[src/rtl/pix_capture_pkg.sv]
// pix_capture_pkg
//   Shared types and constants for the pixel capture controller.
//   state_t   : controller FSM states, also exported on the debug port
//   PixWidth  : sensor pixel / FIFO word width
package pix_capture_pkg;

    localparam int PixWidth = 12;

    typedef enum logic [2:0] {
        ST_FLUSH    = 3'd0,
        ST_IDLE     = 3'd1,
        ST_ARM      = 3'd2,
        ST_WAIT_SOF = 3'd3,
        ST_CAPTURE  = 3'd4,
        ST_DRAIN    = 3'd5,
        ST_DONE     = 3'd6
    } state_t;

endpackage

[src/rtl/pix_capture_ctrl_if.sv]
// pix_capture_ctrl_if
//   Bundles every non-clock signal of the capture controller.
//   Command : cmd_trigger (in), cmd_ready (out)
//   Sensor  : pix_frameValid, pix_lineValid, pix_d (in)
//   FIFO    : fifo_din, fifo_d, fifo_qout (out); fifo_q, fifo_qValid (in)
//   Writer  : wr_valid, wr_data (out); wr_ready (in)
//   Status  : stat_done, stat_overflow, stat_pixelCount, dbg_state (out)
//   Modports: master = controller side, slave = surrounding system.
//
//   Handshake: a word moves on the writer port in every cycle where
//   wr_valid and wr_ready are both high at the rising clock edge; while
//   wr_valid is high and wr_ready low, wr_data holds its value and
//   wr_valid stays high.
interface pix_capture_ctrl_if #(
    parameter int CountWidth = 17
);
    import pix_capture_pkg::*;

    logic                  cmd_trigger;
    logic                  cmd_ready;
    logic                  pix_frameValid;
    logic                  pix_lineValid;
    logic [PixWidth-1:0]   pix_d;
    logic                  fifo_din;
    logic [PixWidth-1:0]   fifo_d;
    logic                  fifo_qout;
    logic [PixWidth-1:0]   fifo_q;
    logic                  fifo_qValid;
    logic                  wr_valid;
    logic [PixWidth-1:0]   wr_data;
    logic                  wr_ready;
    logic                  stat_done;
    logic                  stat_overflow;
    logic [CountWidth-1:0] stat_pixelCount;
    state_t                dbg_state;

    modport master (
        input  cmd_trigger, pix_frameValid, pix_lineValid, pix_d,
               fifo_q, fifo_qValid, wr_ready,
        output cmd_ready, fifo_din, fifo_d, fifo_qout, wr_valid, wr_data,
               stat_done, stat_overflow, stat_pixelCount, dbg_state
    );

    modport slave (
        output cmd_trigger, pix_frameValid, pix_lineValid, pix_d,
               fifo_q, fifo_qValid, wr_ready,
        input  cmd_ready, fifo_din, fifo_d, fifo_qout, wr_valid, wr_data,
               stat_done, stat_overflow, stat_pixelCount, dbg_state
    );

endinterface

[src/rtl/pix_capture_ctrl_fifo_occupancy.sv]
// fifo_occupancy
//   Shadow word counter for a FIFO that has no full flag of its own.
//   clk, rst_   : clock, asynchronous active-low reset
//   i_push      : a word enters the FIFO this cycle
//   i_pop       : a word leaves the FIFO this cycle
//   o_occ       : words currently held, 0..Slots
//   o_full      : o_occ == Slots
//   o_empty     : o_occ == 0
module fifo_occupancy #(
    parameter int Slots    = 3,
    parameter int OccWidth = $clog2(Slots + 1)
) (
    input  logic                clk,
    input  logic                rst_,
    input  logic                i_push,
    input  logic                i_pop,
    output logic [OccWidth-1:0] o_occ,
    output logic                o_full,
    output logic                o_empty
);

    localparam logic [OccWidth-1:0] SlotsW = OccWidth'(Slots);

    logic [OccWidth-1:0] r_occ;

    // Push and pop together leave the count unchanged; the range guards
    // keep the counter inside 0..Slots even if a caller misbehaves.
    always_ff @(posedge clk or negedge rst_) begin
        if (!rst_) begin
            r_occ <= '0;
        end else if (i_push && !i_pop && (r_occ != SlotsW)) begin
            r_occ <= r_occ + OccWidth'(1);
        end else if (i_pop && !i_push && (r_occ != '0)) begin
            r_occ <= r_occ - OccWidth'(1);
        end
    end

    assign o_occ   = r_occ;
    assign o_full  = (r_occ == SlotsW);
    assign o_empty = (r_occ == '0);

endmodule

[src/rtl/pix_capture_ctrl.sv]
// pix_capture_ctrl
//   Runs one sensor frame capture through an external pixel FIFO: arms on
//   a command, waits for a clean frame start, gates sensor pixels into the
//   FIFO and drains the FIFO to a downstream writer. Overflowing pixels are
//   dropped and flagged.
//   clk  : pixel clock, all logic on the rising edge
//   rst_ : asynchronous active-low reset
//   bus  : pix_capture_ctrl_if.master (command, sensor, FIFO, writer, status)
module pix_capture_ctrl #(
    parameter int Slots      = 3,
    parameter int MaxPixels  = 65536,
    parameter int CountWidth = 17
) (
    input  logic                  clk,
    input  logic                  rst_,
    pix_capture_ctrl_if.master    bus
);
    import pix_capture_pkg::*;

    localparam int OccWidth = $clog2(Slots + 1);
    localparam logic [CountWidth-1:0] MaxCnt = CountWidth'(MaxPixels);

    state_t                r_state;
    logic                  r_cmd_ready;
    logic                  r_done;
    logic                  r_overflow;
    logic [CountWidth-1:0] r_count;

    logic                  w_xfer;
    logic                  w_wr_valid;
    logic                  w_pop;
    logic                  w_flush_pop;
    logic                  w_accept;
    logic                  w_push;
    logic                  w_drop;
    logic                  w_last_push;
    logic [OccWidth-1:0]   w_occ;
    logic                  w_full;
    logic                  w_empty;

    // Words are only offered downstream while a capture is being moved.
    assign w_xfer     = (r_state == ST_CAPTURE) || (r_state == ST_DRAIN);
    assign w_wr_valid = w_xfer && bus.fifo_qValid;
    assign w_pop      = w_wr_valid && bus.wr_ready;

    // The FIFO cannot be reset, so stale words are discarded after reset.
    // Gated by rst_ so nothing is popped while reset is held.
    assign w_flush_pop = (r_state == ST_FLUSH) && bus.fifo_qValid && rst_;

    assign w_accept = (r_state == ST_CAPTURE) && bus.pix_frameValid &&
                      bus.pix_lineValid && (r_count < MaxCnt);
    // A pop in the same cycle frees the slot the push needs.
    assign w_push      = w_accept && (!w_full || w_pop);
    assign w_drop      = w_accept && w_full && !w_pop;
    assign w_last_push = w_push && (r_count == (MaxCnt - CountWidth'(1)));

    fifo_occupancy #(
        .Slots    (Slots),
        .OccWidth (OccWidth)
    ) u_occ (
        .clk     (clk),
        .rst_    (rst_),
        .i_push  (w_push),
        .i_pop   (w_pop),
        .o_occ   (w_occ),
        .o_full  (w_full),
        .o_empty (w_empty)
    );

    always_ff @(posedge clk or negedge rst_) begin
        if (!rst_) begin
            r_state     <= ST_FLUSH;
            r_cmd_ready <= 1'b0;
            r_done      <= 1'b0;
            r_overflow  <= 1'b0;
            r_count     <= '0;
        end else begin
            if (w_push) begin
                r_count <= r_count + CountWidth'(1);
            end
            if (w_drop) begin
                r_overflow <= 1'b1;
            end

            case (r_state)
                ST_FLUSH: begin
                    if (!bus.fifo_qValid) begin
                        r_state     <= ST_IDLE;
                        r_cmd_ready <= 1'b1;
                    end
                end
                ST_IDLE, ST_DONE: begin
                    if (bus.cmd_trigger) begin
                        r_state     <= ST_ARM;
                        r_cmd_ready <= 1'b0;
                        r_done      <= 1'b0;
                        r_overflow  <= 1'b0;
                        r_count     <= '0;
                    end
                end
                ST_ARM: begin
                    // Never start in the middle of a frame.
                    if (!bus.pix_frameValid) begin
                        r_state <= ST_WAIT_SOF;
                    end
                end
                ST_WAIT_SOF: begin
                    if (bus.pix_frameValid) begin
                        r_state <= ST_CAPTURE;
                    end
                end
                ST_CAPTURE: begin
                    if (!bus.pix_frameValid || w_last_push ||
                        (r_count == MaxCnt)) begin
                        r_state <= ST_DRAIN;
                    end
                end
                ST_DRAIN: begin
                    if (w_empty && !w_pop) begin
                        r_state     <= ST_DONE;
                        r_done      <= 1'b1;
                        r_cmd_ready <= 1'b1;
                    end
                end
                default: begin
                    r_state <= ST_FLUSH;
                end
            endcase
        end
    end

    assign bus.fifo_din        = w_push;
    assign bus.fifo_d          = bus.pix_d;
    assign bus.fifo_qout       = w_pop || w_flush_pop;
    assign bus.wr_valid        = w_wr_valid;
    assign bus.wr_data         = bus.fifo_q;
    assign bus.cmd_ready       = r_cmd_ready;
    assign bus.stat_done       = r_done;
    assign bus.stat_overflow   = r_overflow;
    assign bus.stat_pixelCount = r_count;
    assign bus.dbg_state       = r_state;

    // Outside Flush the shadow count must agree with the FIFO's own flag.
    a_occ_matches_fifo : assert property (
        @(posedge clk) disable iff (!rst_)
        (r_state != ST_FLUSH) |-> ((w_occ == '0) == !bus.fifo_qValid)
    );

endmodule

[src/flat_wrapper.sv]
// flat-port wrapper written by rule: the top's interface ports become plain ports
module pix_capture_ctrl_flat import pix_capture_pkg::*;
#(
    parameter int Slots      = 3,
    parameter int MaxPixels  = 65536,
    parameter int CountWidth = 17
)
  (clk, rst_, bus_cmd_trigger, bus_pix_frameValid, bus_pix_lineValid, bus_pix_d, bus_fifo_q, bus_fifo_qValid, bus_wr_ready, bus_cmd_ready, bus_fifo_din, bus_fifo_d, bus_fifo_qout, bus_wr_valid, bus_wr_data, bus_stat_done, bus_stat_overflow, bus_stat_pixelCount, bus_dbg_state);
  pix_capture_ctrl_if #(.CountWidth(CountWidth)) bus_i ();
  input  logic clk;
  input  logic rst_;
  input wire logic [$bits(bus_i.cmd_trigger)-1:0] bus_cmd_trigger;
  input wire logic [$bits(bus_i.pix_frameValid)-1:0] bus_pix_frameValid;
  input wire logic [$bits(bus_i.pix_lineValid)-1:0] bus_pix_lineValid;
  input wire logic [$bits(bus_i.pix_d)-1:0] bus_pix_d;
  input wire logic [$bits(bus_i.fifo_q)-1:0] bus_fifo_q;
  input wire logic [$bits(bus_i.fifo_qValid)-1:0] bus_fifo_qValid;
  input wire logic [$bits(bus_i.wr_ready)-1:0] bus_wr_ready;
  output wire logic [$bits(bus_i.cmd_ready)-1:0] bus_cmd_ready;
  output wire logic [$bits(bus_i.fifo_din)-1:0] bus_fifo_din;
  output wire logic [$bits(bus_i.fifo_d)-1:0] bus_fifo_d;
  output wire logic [$bits(bus_i.fifo_qout)-1:0] bus_fifo_qout;
  output wire logic [$bits(bus_i.wr_valid)-1:0] bus_wr_valid;
  output wire logic [$bits(bus_i.wr_data)-1:0] bus_wr_data;
  output wire logic [$bits(bus_i.stat_done)-1:0] bus_stat_done;
  output wire logic [$bits(bus_i.stat_overflow)-1:0] bus_stat_overflow;
  output wire logic [$bits(bus_i.stat_pixelCount)-1:0] bus_stat_pixelCount;
  output wire logic [$bits(bus_i.dbg_state)-1:0] bus_dbg_state;
  assign bus_i.cmd_trigger = bus_cmd_trigger;
  assign bus_i.pix_frameValid = bus_pix_frameValid;
  assign bus_i.pix_lineValid = bus_pix_lineValid;
  assign bus_i.pix_d = bus_pix_d;
  assign bus_i.fifo_q = bus_fifo_q;
  assign bus_i.fifo_qValid = bus_fifo_qValid;
  assign bus_i.wr_ready = bus_wr_ready;
  assign bus_cmd_ready = bus_i.cmd_ready;
  assign bus_fifo_din = bus_i.fifo_din;
  assign bus_fifo_d = bus_i.fifo_d;
  assign bus_fifo_qout = bus_i.fifo_qout;
  assign bus_wr_valid = bus_i.wr_valid;
  assign bus_wr_data = bus_i.wr_data;
  assign bus_stat_done = bus_i.stat_done;
  assign bus_stat_overflow = bus_i.stat_overflow;
  assign bus_stat_pixelCount = bus_i.stat_pixelCount;
  assign bus_dbg_state = bus_i.dbg_state;
  pix_capture_ctrl #(.Slots(Slots), .MaxPixels(MaxPixels), .CountWidth(CountWidth)) u_core (.clk(clk), .rst_(rst_), .bus(bus_i));
endmodule
[config.mk]
export PLATFORM = sky130hd
export DESIGN_NAME = pix_capture_ctrl_flat
export DESIGN_NICKNAME = d
export VERILOG_FILES = /design/src/rtl/pix_capture_pkg.sv /design/src/rtl/pix_capture_ctrl_if.sv /design/src/rtl/pix_capture_ctrl_fifo_occupancy.sv /design/src/rtl/pix_capture_ctrl.sv /design/src/flat_wrapper.sv
export SDC_FILE = /design/constraint.sdc
export NUM_CORES = 1
export LEC_CHECK = 0
export ABC_AREA = 1
export CORE_ASPECT_RATIO = 0.9
export CORE_MARGIN = 4
export CORE_UTILIZATION = 39
export CTS_CLUSTER_SIZE = 40
export DETAILED_ROUTE_END_ITERATION = 8
export PLACE_DENSITY = 0.88
export SLEW_MARGIN = 20
export SYNTH_ARGS = -nofsm -noshare
export SYNTH_HDL_FRONTEND = slang
export SYNTH_SLANG_ARGS = --single-unit
[constraint.sdc]
create_clock -name clk -period 1.75 [get_ports clk]
set_input_delay 0.35 -clock clk [delete_from_list [all_inputs] [get_ports clk]]
set_output_delay 0.35 -clock clk [all_outputs]
set_load 0.01 [all_outputs]
# After elaboration in Yosys (flattened, before gate mapping)
# Cells that the tools add are included.
[word_totals] ff_bits=25
[classes] addsub=3 magnitude_cmp=1 eq_ne=16 muxes=20 reduce_logical=35
[ops] op="$mux 17" count=3
[ops] op="$mux 3" count=6
[ops] op="$pmux 3 s6" count=1
[ops] op="$add 17x1->17 const B" count=1
[ops] op="$eq 17x16->1 const B" count=1
[ops] op="$eq 17x17->1 const B" count=1
[ops] op="$lt 17x17->1 const B" count=1
[ops] op="$logic_and 1x1->1" count=16
[ops] op="$ne 2x2->1 const B" count=7
[ops] op="$eq 3x3->1 const B" count=3
[ops] op="$eq 3x2->1 const B" count=2
[ops] op="$mux 1" count=6
[ops] op="$reduce_and 6->1" count=1
[ops] op="$reduce_bool 2->1" count=3
[ops] op="$logic_or 1x1->1" count=5
[ops] op="$logic_not 1->1" count=4
[ops] op="$mux 2" count=2
[ops] op="$reduce_and 4->1" count=1
[ops] op="$eq 3x1->1 const B" count=1
[ops] op="$logic_not 3->1" count=1
[ops] op="$pmux 1 s3" count=1
[ops] op="$reduce_and 3->1" count=1
[ops] op="$reduce_bool 3->1" count=1
[ops] op="$add 2x1->2 const B" count=1
[ops] op="5 further kinds" count=5

# Longest topological paths before layout
[logic_depth] depth_word=11 ltp_mapped=12 ltp_nobuf=12

# Cells and area by module
# A second synthesis with hierarchy kept.
[hier_totals] hier_cells=300 hier_area_um2=2038.2
[modules_own_cells] mod="pix_capture_ctrl" n_inst=1 cells_each=278 area_each_um2=1909.3 seq_area_each_um2=575.6
[modules_own_cells] mod="fifo_occupancy" n_inst=1 cells_each=22 area_each_um2=128.9 seq_area_each_um2=50.0

# Worst setup path after synthesis
# OpenSTA, ideal clock, no wires.
[synth_path] path_type="register to register" from="register u_core.r_count[0], in the netlist u_core.bus.stat_pixelCount[0]" to="register u_core.r_state[2], in the netlist u_core.bus.dbg_state[2]" setup_time_ps=118 arrival_ps=1713 required_ps=1632 slack_ps=-81 path_stages_with_launch=12 synth_period_minus_slack_ps=1831 cell_sequence="dfrtp_1 > ha_1 > inv_1 > nor3_1 > nand2_1 > nor2_1 > ha_1 > nand3_1 > nand2_1 > nand2_1 > nand2_1 > nand2_1"
[synth_via] elab_chain_cells=8 elab_cells_between_ends=10
[synth_lines] item="from (decl)" line="pix_capture_ctrl.sv:27" source="logic [CountWidth-1:0] r_count;"
[synth_lines] item="from (signal assigned)" line="pix_capture_ctrl.sv:79" source="r_count <= r_count + CountWidth'(1);"
[synth_lines] item="$lt 17x17->1" line="pix_capture_ctrl.sv:51" source="bus.pix_lineValid && (r_count < MaxCnt);"
[synth_lines] item="$logic_and 1x1->1" line="pix_capture_ctrl.sv:51"
[synth_lines] item="$logic_and 1x1->1" line="pix_capture_ctrl.sv:53" source="assign w_push = w_accept && (!w_full || w_pop);"
[synth_lines] item="$logic_and 1x1->1" line="pix_capture_ctrl.sv:55" source="assign w_last_push = w_push && (r_count == (MaxCnt - CountWidth'(1)));"
[synth_lines] item="$logic_or 1x1->1" line="pix_capture_ctrl.sv:113" source="if (!bus.pix_frameValid || w_last_push ||"
[synth_lines] item="$logic_or 1x1->1 (*)" line="pix_capture_ctrl.sv:113"
[synth_lines] item="$ne 2x2->1 (no source line) (*)"
[synth_lines] item="$reduce_and 6->1 (no source line) (*)"
[synth_lines] item="to (signal assigned)" line="pix_capture_ctrl.sv:109" source="r_state <= ST_CAPTURE;"
[synth_lines] item="to (signal assigned)" line="pix_capture_ctrl.sv:115" source="r_state <= ST_DRAIN;"
[synth_lines] item="to (signal assigned)" line="pix_capture_ctrl.sv:120" source="r_state <= ST_DONE;"
[synth_lines] item="to (decl)" line="pix_capture_ctrl.sv:23" source="state_t r_state;"
# Mark *: on every way between the ends. The rest lies on a longest branch, timed or not.
# A chain may end at the register's enable or synchronous reset.

# Worst setup path in the final report
[layout_path] from="register u_core.r_state[1], in the netlist u_core.bus.dbg_state[1]" to="output port bus_fifo_din"
[layout_via] elab_chain_cells=6 elab_cells_between_ends=10
[layout_lines] item="from (signal assigned)" line="pix_capture_ctrl.sv:72" source="r_state <= ST_FLUSH;"
[layout_lines] item="from (signal assigned)" line="pix_capture_ctrl.sv:88" source="r_state <= ST_IDLE;"
[layout_lines] item="from (signal assigned)" line="pix_capture_ctrl.sv:94" source="r_state <= ST_ARM;"
[layout_lines] item="$eq 3x3->1 (on tied branches)" line="pix_capture_ctrl.sv:42, pix_capture_ctrl.sv:50"
[layout_lines] item="$logic_or 1x1->1" line="pix_capture_ctrl.sv:42" source="assign w_xfer = (r_state == ST_CAPTURE) || (r_state == ST_DRAIN);"
[layout_lines] item="$logic_and 1x1->1" line="pix_capture_ctrl.sv:43" source="assign w_wr_valid = w_xfer && bus.fifo_qValid;"
[layout_lines] item="$logic_and 1x1->1" line="pix_capture_ctrl.sv:44" source="assign w_pop = w_wr_valid && bus.wr_ready;"
[layout_lines] item="$logic_or 1x1->1" line="pix_capture_ctrl.sv:53"
[layout_lines] item="$logic_and 1x1->1 (*)" line="pix_capture_ctrl.sv:53"
[layout_lines] item="to (decl)" line="flat_wrapper.sv:20" source="output wire logic [$bits(bus_i.fifo_din)-1:0] bus_fifo_din;"
# Marked as above.

==> metrics.cfg <==
[run_status]
status=finished with violations
violations=setup timing

[sta]
setup_viol=6
skew_ns=0.00292
hold_viol_final=0
worst_slew_margin_rel=0.779
clock.fmax_mhz=540
maxSlewViolCount=0
rsz0062_at_grt=yes
worst_slew_pin_slew_ns=0.331
period_share=1.06
fin_ws_ns=-0.101
min_period_ns=1.85

[placed_design]
place.gp.congestion=0.897
placed_area_mm2=0.00239
place_inst=385
numPortBuffers=32
dp_hpwl_um=3740

[critical_path]
r2r-start=u_core.bus.dbg_state[0]
timing_worst_setup_path_type=reg -> out
cp_max_fo=3
critPathArrivalTime_ns=1.50
cp_data_required_time_ns=1.40
critPathLaunch=u_core.bus.dbg_state[1]
endpoint_kind=output pin
worstSetupStartpointType=flip-flop

[worst_hold_path]
hold_start=u_core.bus.cmd_ready
hold_class=reg -> reg

[yosys]
synth_cells=278
async_flop_share=1.00
synth_seq_area_share=0.329
synth_area_mm2=0.00190
synthFlopType=dfrtp_1
ys_types=25
synth.area.top_cells=dfrtp_1 (33%), nand2_1 (16%), buf_4 (9.5%)
yosysTopAreaCell=dfrtp_1
syn_avg_cell_area_um2=6.83
yosys_warnings=0
synth_nets=316
synth.top_cell.area_share=0.329
ys_ff_latch=25
synth_edf_count=0

[global_route]
grt-ovfl-total=0
grt_max_degree=26
grt_first_pass_wirelength_um=7960
grt_pass1_vias=1760
grt.total_usage=0.168
grt_antenna_before_repair=0

[detailed_routing]
postRouteAntennaNets=0
vias_per_cell=4.91
drt_iter0_drc=120
wl_per_cell_um=13.0
drcViolationCount=0
dr.pass1.iters=4
via_count=1974
drt_wl_total_um=5220

[cells_and_area]
finalNonFillerCells=402
final_util=0.579
layout-drive-gt1-share=0.268
design_area_mm2=0.00265
area_growth_pct=39.5
antenna_cells=0
fillCellCount=382
nets=379

[die]
dieHeight_um=74.2
core_area_mm2=0.00458
placementRows=23
fp.dieArea_mm2=0.00605
io_pins=81
start_util=0.415
die_w_um=81.6

[flow_run]
maxCapViolations=0

[clocking]
cts_buffers=3
cts_hold_buf=0
cts.sinks=25
cts-root-buf=clkbuf_8
cts_max_path_buffers=2
cts_tree=done
path_clk_slew_ns=0.09
clkLatencyLatePin_ns=0.27
htree_levels=1

[power]
ir_worst_vdd_uv=983
power_density_mw_per_mm2=1310
p_leak_nw=1.33

placed cells by master, fill, tap and decap left out, types with 2 or more instances in the layout:
cell / n
a211oi_1: 2
o21bai_1: 2
clkbuf_8: 3
nand3_1: 14
dfrtp_1: 24
ha_1: 3
nor2_2: 3
buf_4: 49
o21ai_0: 6
xor2_1: 2
buf_2: 2
nand4_1: 7
nand2_4: 3
nand2_1: 78
a21oi_1: 9
dlymetal6s2s_1: 2
clkdlybuf4s50_1: 26
inv_2: 7
ha_2: 2
o21ai_1: 5
nor2_1: 38
o21ai_2: 3
buf_6: 3
ha_4: 2
inv_1: 25
nand2_2: 4
nor2_4: 2
final cells by class:
class                      instances  area (um^2)  share of cell area
clock buffer                       4         45.0              0.0170
inverter                          33          126              0.0477
multi-input combinational        194         1050               0.395
sequential                        25          627               0.237
tap                               62         77.6              0.0293
timing repair buffer              84          726               0.274
Yosys cell counts, types with 2 or more instances:
cell type and count:
inv_1 32, a21oi_1 9, a211oi_1 2, nand4_1 7, dfrtp_1 25, o21ai_0 9, nand2_2 4, buf_6 2
buf_4 24, nand2_1 82, nor2_1 41, xor2_1 2, ha_1 7, o21ai_1 4, nor2_4 2, o21bai_1 2
nand3_1 14, nor3_1 3
metal layers:
metal	vias up	share of wire	GRT usage	wire, um
li1	979	-	-	-
met1	906	0.40	0.215	2110
met2	77	0.50	0.291	2610
met3	12	0.086	0.0387	449
met4	0	0.0079	0.0300	41
met5	-	0	0	0
flip-flops by register name (all words and copies together), names as in the netlist:
name / flops
u_core.bus.cmd_ready: 1
u_core.bus.dbg_state: 3
u_core.bus.stat_overflow: 1
u_core.bus.stat_pixelCount: 17
u_core.bus.stat_done: 1
u_core.u_occ.o_occ: 2
stage by stage:
stage | total power [W] | setup WS [ns] | hold WS [ns] | TNS, ns
2_1_floorplan | 0.00187 | 0.0293 | 0.0544 | 0
5_1_grt | 0.00371 | -0.169 | 0.512 | -1.40
3_3_place_gp | 0.00271 | -0.351 | 0.485 | -1.93
3_5_place_dp | 0.00277 | -0.375 | 0.497 | -2.62
6_report | 0.00346 | -0.101 | 0.503 | -0.246
4_1_cts | 0.00326 | -0.0923 | 0.508 | -0.124
path summary, 6_finish.rpt:
check | depth (start not counted) | slack [ns] | endpoint
worst max-delay path | 7 | -0.10 | bus_fifo_din
worst min-delay path | 2 | 0.50 | u_core.bus.cmd_ready
worst max register to register | 12 | -0.01 | u_core.bus.dbg_state[1]
worst min register to register | 2 | 0.50 | u_core.bus.cmd_ready
max in group asynchronous | 2 | 0.90 | u_core.bus.dbg_state[2]
min in group asynchronous | 2 | 0.59 | u_core.bus.stat_pixelCount[4]
critical path, cell delays in order (launching register included):
cell and delay [ns]:
dfrtp_1 0.41, inv_2 0.11, ha_4 0.17, nand2_4 0.06
nand2_4 0.07, nand3_4 0.08, a21oi_4 0.20, buf_6 0.13
timing repair:
action / 4_1_cts / 5_1_grt
pin swaps: 6 / 18
gates resized for setup: 28 / 27
setup endpoints to repair: 20 / 28
setup buffers: 5 / 8
power breakdown:
group	switching (W)	internal (W)
clock	0.000193	0.000163
sequential	0.000144	0.000748
combinational	0.00111	0.00110
cells by family after synthesis:
logic type	Yosys count	synth area share
and+or+nand+nor	156	0.353
adders and majority gates	7	0.0461
xor gates and xnor gates	2	0.00922
buffers and inverters	59	0.172
DFF	25	0.329
AOI/OAI and AO/OA	29	0.0902
(Power assumes the default switching activity.)
